## src/rtl/sipo_rx.sv

```systemverilog
// Serial-to-parallel receiver: collects WIDTH qualified bits into a word; word appears 1 clk after its final bit.
// One-entry valid/ready holding register; a word completing while it is full and not drained is dropped and flagged.
module sipo_rx #(
  parameter int WIDTH     = 4,
  parameter bit MSB_FIRST = 1'b0
) (
  input  logic                     clk,
  input  logic                     rst,
  input  logic                     sin,
  input  logic                     sin_en,
  input  logic                     clear,
  output logic [WIDTH-1:0]         dout,
  output logic                     dout_valid,
  input  logic                     dout_ready,
  output logic                     overrun,
  output logic [$clog2(WIDTH)-1:0] bit_cnt
);

  localparam int CW = $clog2(WIDTH);
  localparam logic [CW-1:0] LAST = CW'(WIDTH - 1);

  logic [WIDTH-1:0] shreg;
  logic [WIDTH-1:0] word;
  logic [CW-1:0]    pos;
  logic             done;
  logic             load;
  logic             drop;

  // word is the shift register with the current bit merged in, so the final
  // bit can go straight to dout on the completing edge.
  always_comb begin
    pos       = MSB_FIRST ? (LAST - bit_cnt) : bit_cnt;
    word      = shreg;
    word[pos] = sin;
    done      = sin_en && (bit_cnt == LAST);
    load      = done && (!dout_valid || dout_ready);
    drop      = done && dout_valid && !dout_ready;
  end

  always_ff @(posedge clk or negedge rst) begin
    if (!rst) begin
      shreg      <= '0;
      bit_cnt    <= '0;
      dout       <= '0;
      dout_valid <= 1'b0;
      overrun    <= 1'b0;
    end else if (clear) begin
      shreg      <= '0;
      bit_cnt    <= '0;
      dout       <= '0;
      dout_valid <= 1'b0;
      overrun    <= 1'b0;
    end else begin
      if (sin_en) begin
        if (done) begin
          shreg   <= '0;
          bit_cnt <= '0;
        end else begin
          shreg   <= word;
          bit_cnt <= bit_cnt + CW'(1);
        end
      end
      if (load) begin
        dout       <= word;
        dout_valid <= 1'b1;
      end else if (dout_ready) begin
        dout_valid <= 1'b0;
      end
      if (drop) begin
        overrun <= 1'b1;
      end
    end
  end

endmodule

```

## config.mk

```make
export PLATFORM = sky130hd
export DESIGN_NAME = sipo_rx
export DESIGN_NICKNAME = d
export VERILOG_FILES = /design/src/rtl/sipo_rx.sv
export SDC_FILE = /design/constraint.sdc
export NUM_CORES = 1
export LEC_CHECK = 0
export ABC_AREA = 1
export ABC_CLOCK_PERIOD_IN_PS = 1350
export CAP_MARGIN = 5
export CORE_MARGIN = 4
export CORE_UTILIZATION = 46
export DETAILED_ROUTE_END_ITERATION = 8
export PLACE_DENSITY = 0.74
export SETUP_SLACK_MARGIN = 0.15
export SLEW_MARGIN = 0
export SYNTH_ARGS = -nofsm -noshare
export SYNTH_HDL_FRONTEND = slang
export SYNTH_SLANG_ARGS = --single-unit
```

## constraint.sdc

```tcl
create_clock -name clk -period 1.35 [get_ports clk]
set_input_delay 0.135 -clock clk [delete_from_list [all_inputs] [get_ports clk]]
set_output_delay 0.135 -clock clk [all_outputs]
set_load 0.005 [all_outputs]
```

== Word-level counts from Yosys, hierarchy flattened ==
Cells that the tools add are included.

* Output and inout bits: 8
* Word-level logic and storage cells: 37
* Bits in registers: 12
* Bits of input ports: 6

* Reduce and logical (&&, ||, !) cells: 12
* $add $sub $neg: 1
* Order comparisons: 2
* Multiplexer cells: 16
* Eq/ne operators: 1

{| class="wikitable"
|+ Operators by type and width
! kind !! count
|-
| 4-bit 2-to-1 mux || 5
|-
| 1-bit 2-to-1 mux || 6
|-
| 2-bit 2-to-1 mux || 3
|-
| 2-bit nonzero test || 3
|-
| 1-bit logical AND || 5
|-
| 4-bit bitwise mux || 1
|-
| 2-bit by 3-bit less-than comparator with 1-bit output, second input constant || 1
|-
| 3-bit nonzero test || 1
|-
| 2-bit by 1-bit adder with 2-bit output, second input constant || 1
|-
| 1-bit demux with 2-bit select || 1
|-
| 2-bit equality test, second input constant || 1
|-
| 2-bit by 1-bit greater-or-equal comparator with 1-bit output, second input constant || 1
|-
| 1-bit logical NOT || 2
|-
| 1-bit logical OR || 1
|}

== Depth between registers and ports, before layout ==
* Depth in word-level cells: 8
* Mapped depth: 6

== Least setup slack after synthesis ==
Ideal clock, no wire load.

* Path kind: register to register
* Start point: register bit_cnt[0]
* End point: register shreg[0]
* Clock period less this slack: 1136 ps
* Setup time: 65 ps
* Data required time: 1285 ps
* Stages on the path, launching flop included: 7
* Path slack: 214 ps
* Arrival: 1071 ps
* Cell sequence: dfrtp_1 > ha_1 > nand2_1 > inv_2 > nor2_1 > nand3_1 > nand2_1

* Cells in the longest elaborated chain, start to end: 8
* Elaborated cells between the ends (all ways): 11
* Those cells by class: 2 x order compare; 1 x eq/ne; 6 x mux; 2 x reduce/logical

{| class="wikitable"
|+ Ends and longest elaborated chain
! what !! line !! text
|-
| from (decl) || 16 || <nowiki>output logic [$clog2(WIDTH)-1:0] bit_cnt</nowiki>
|-
| from (signal assigned) || 60 || <nowiki>bit_cnt <= bit_cnt + CW'(1);</nowiki>
|-
| 2-bit by 3-bit less-than comparator with 1-bit output (not written as such) or 2-bit by 1-bit greater-or-equal comparator with 1-bit output (tied branches) || 34 || <nowiki>word[pos] = sin;</nowiki>
|-
| 1-bit logical AND (not written as such) || 34 ||
|-
| 1-bit 2-to-1 mux (not written as such) || 34 ||
|-
| 1-bit demux with 2-bit select || 34 ||
|-
| 4-bit bitwise mux || 34 ||
|-
| 4-bit 2-to-1 mux (*) || 55 || <nowiki>if (done) begin</nowiki>
|-
| 4-bit 2-to-1 mux (*) || 54 || <nowiki>if (sin_en) begin</nowiki>
|-
| 4-bit 2-to-1 mux (*) || 47 || <nowiki>end else if (clear) begin</nowiki>
|-
| to (signal assigned) || 59 || <nowiki>shreg <= word;</nowiki>
|-
| to (decl) || 22 || <nowiki>logic [WIDTH-1:0] shreg;</nowiki>
|}

Every way passes the cells marked *; elsewhere a longest branch is shown, timed or not. The select of a mux whose other input is x is not followed.
A chain may end at the register's enable or synchronous reset.

== Final worst setup path ==
* Start point: register bit_cnt[0]
* End point: register dout[0]

* Cells in the longest elaborated chain, start to end: 7
* Elaborated cells between the ends (all ways): 12
* Those cells by class: 2 x order compare; 1 x eq/ne; 5 x mux; 4 x reduce/logical

{| class="wikitable"
|+ Ends and longest elaborated chain
! what !! line !! text
|-
| 2-bit by 3-bit less-than comparator with 1-bit output (not written as such) or 2-bit by 1-bit greater-or-equal comparator with 1-bit output (tied branches) || 34 ||
|-
| 1-bit logical AND (not written as such) || 34 ||
|-
| 1-bit 2-to-1 mux (not written as such) || 34 ||
|-
| 1-bit demux with 2-bit select || 34 ||
|-
| 4-bit bitwise mux || 34 ||
|-
| 4-bit 2-to-1 mux || 63 || <nowiki>if (load) begin</nowiki>
|-
| 4-bit 2-to-1 mux || 47 ||
|-
| to (signal assigned) || 64 || <nowiki>dout <= word;</nowiki>
|-
| to (decl) || 12 || <nowiki>output logic [WIDTH-1:0] dout,</nowiki>
|}

Parallel ways exist; a longest one is shown, timed or not. The select of a mux whose other input is x is not followed.

==> flow_metrics.env <==
export IMPL_status="finished clean"
export IMPL_cp_max_fo=3
export IMPL_die_y_um=44.25
export IMPL_finalNetCount=114
export IMPL_postRouteWirelength_mm=1.536
export IMPL_synth_cells=74
export IMPL_multi_input_area_um2=306.5
export IMPL_worst_slew_pin_transition_ns=0.5408
export IMPL_worstSetupEndpointType="flop"
export IMPL_leakage_nw=0.5062
export IMPL_root_buffer="clkbuf_4"
export IMPL_antenna_found_initial=0
export IMPL_seq_area_um2=301.5
export IMPL_cts_tree="yes"
export IMPL_ir_worst_vdd_mv=0.9494
export IMPL_place_gp_congestion=0.8203
export IMPL_path_clk_slew_ns=0.08
export IMPL_synth_area_um2=604.3
export IMPL_tns_ns=0
export IMPL_synth_top_area_share=0.4969
export IMPL_ys_top_cells_by_area="dfrtp_1, nand2_1, nand3_1"
export IMPL_dieArea_um2=1958
export IMPL_async_flop_share=1.000
export IMPL_worstSetupPathType="flop to flop"
export IMPL_drive_gt1_frac=0.3301
export IMPL_rows=12
export IMPL_postCtsHoldBufs=0
export IMPL_synth_seq_area_share=0.4969
export IMPL_ys_top_cells_by_count="nand2_1, nand3_1, dfrtp_1"
export IMPL_grt_usage=0.1731
export IMPL_critical_path_buf_inv_count=2
export IMPL_core_area_um2=1171
export IMPL_synth_most_common_cell="nand2_1"
export IMPL_htree_levels=1
export IMPL_synth_ff_type="dfrtp_1"
export IMPL_n_antenna_cell=0
export IMPL_via_count=599
export IMPL_start_util=0.5160
export IMPL_worstPathRequired_ns=1.57
export IMPL_ys_ff_latch=12
export IMPL_numCtsBuffers=3
export IMPL_grt_start_max_net_pins=13
export IMPL_period_minus_slack_ns=1.200
export IMPL_max_freq_mhz=833.6
export IMPL_final_hold_violation_count=0
export IMPL_slowest_delay_ns=0.42
export IMPL_port_buffers=13
export IMPL_grt_pass1_wl_mm=2.346
export IMPL_slowest_stage="dfrtp_1"
export IMPL_fillerInstances=86
export IMPL_syn_nets=84
export IMPL_clk_latency_ns=0.28
export IMPL_overflow=0
export IMPL_skew_ns=0.002366
export IMPL_synth_area_leader_cell="dfrtp_1"
export IMPL_drt_drc_violations_left=0
export IMPL_antenna_violating_nets_post_route=0
export IMPL_ys_types=14
export IMPL_drtPass1Iterations=4
export IMPL_synth_warnings=0
export IMPL_design_portCount=14
export IMPL_dp_hpwl_um=939.6
export IMPL_postSynthAreaPerCell_um2=8.167
export IMPL_cpMostUsedCell="nor2_1"
export IMPL_post_route_period_util=0.8886
export IMPL_setup_viol=0
export IMPL_drtIter0Drc=11
export IMPL_grt_setup_unrepaired="yes"
export IMPL_area_delta_synth_final_pct=53.83
export IMPL_cp_cell_sequence="buf_6 > inv_6 > ha_4 > nor2_1 > nor2_1 > nand3_1 > nand2_1"
export IMPL_crit_path_start_kind="flop"
export IMPL_die_x_um=44.25
export IMPL_maxCapViolations=0
export IMPL_power_density_nw_per_um2=893.2
export IMPL_power_total_uw=830.4
export IMPL_wl_per_cell_um=13.13
export IMPL_synth_edf_count=0
export IMPL_cts_sinks=12
export IMPL_holdCritPathClass="primary input to async pin"
export IMPL_avgViaCountPerCell=5.120
export IMPL_slew_viol_final=0
export IMPL_grt_pass1_vias=582
export IMPL_slew_headroom=0.6384
export IMPL_cp_top_family="flip-flops"
export IMPL_cts_path_max_buffers=2
export IMPL_cp_arrival_ns=1.42
==> per-layer routing <==
| metal | share of wire | up-vias | global-route usage |
|---|---|---|---|
| met3 | 0.066 | 6 | 0.05285 |
| li1 | - | 294 | - |
| met2 | 0.50 | 23 | 0.2733 |
| met4 | 0.041 | 0 | 0.1506 |
| met1 | 0.39 | 276 | 0.1858 |
| met5 | 0 | - | 0 |
==> layout by cell type (no fill, tap or decap), drive strengths merged <==
cell and n:
dlygate4sd2 7, inv 10, buf 13, dlymetal6s2s 1
ha 4, nand2 19, o21ai 2, a211oi 1
nor2 8, dfrtp 12, a21oi 3, nand3 13
nand4 1, clkbuf 4, clkdlybuf4s50 5
==> what timing repair did <==
action	in CTS	in global routing
pin swaps	0	9
endpoints found under the setup margin	15	8
setup buffers	7	4
gates resized for setup	10	16
==> through the flow <==
stage / cell area (µm²) / setup slack, ns / util / instances / hold WS [ns]
floorplan: 604.3 / 0.2139 / - / 74 / -0.1606
global placement: 762.0 / 0.09927 / 0.6506 / 102 / 0.4787
detailed placement: 762.0 / 0.08009 / 0.6506 / 102 / 0.4702
CTS: 847.1 / 0.03107 / 0.7233 / 113 / 0.2242
global route: 929.6 / 0.1055 / 0.7938 / 117 / 0.2336
finish: 929.6 / 0.1503 / 0.7938 / 117 / 0.2053
==> layout make-up <==
| class | count | share of cell area |
|---|---|---|
| multi-input combinational | 51 | 0.3297 |
| tap | 14 | 0.01884 |
| sequential | 12 | 0.3244 |
| timing repair buffer | 26 | 0.2423 |
| inverter | 10 | 0.04576 |
| clock buffer | 4 | 0.03903 |
==> registers in the layout (all words and copies together) (netlist names) <==
signal and flops:
shreg 4, overrun 1, dout 4, bit_cnt 2, dout_valid 1
==> final timing paths <==
path,startpoint,end,slack (ns),depth (start not counted)
min,rst,dout[1],0.21,1
min reg2reg,shreg[0],shreg[0],0.50,2
max reg2reg,bit_cnt[0],dout[0],0.15,7
max in group asynchronous,rst,bit_cnt[1],0.76,1
min in group clk,shreg[0],shreg[0],0.50,2
max,bit_cnt[0],dout[0],0.15,7
==> where the power goes <==
part,total [mW],internal [mW],leakage [nW],switching [mW]
sequential,0.389,0.375,0.163,0.0142
clock,0.290,0.164,0.0210,0.126
combinational,0.151,0.0724,0.322,0.0787
==> kinds of logic after synthesis <==
logic type | synth area share
and+or+nand+nor | 0.2899
buffers and inverters | 0.07039
adders and majority gates | 0.08282
DFF | 0.4969
AOI/OAI and AO/OA | 0.06005
No activity file was read; power rests on OpenSTA's default activity.
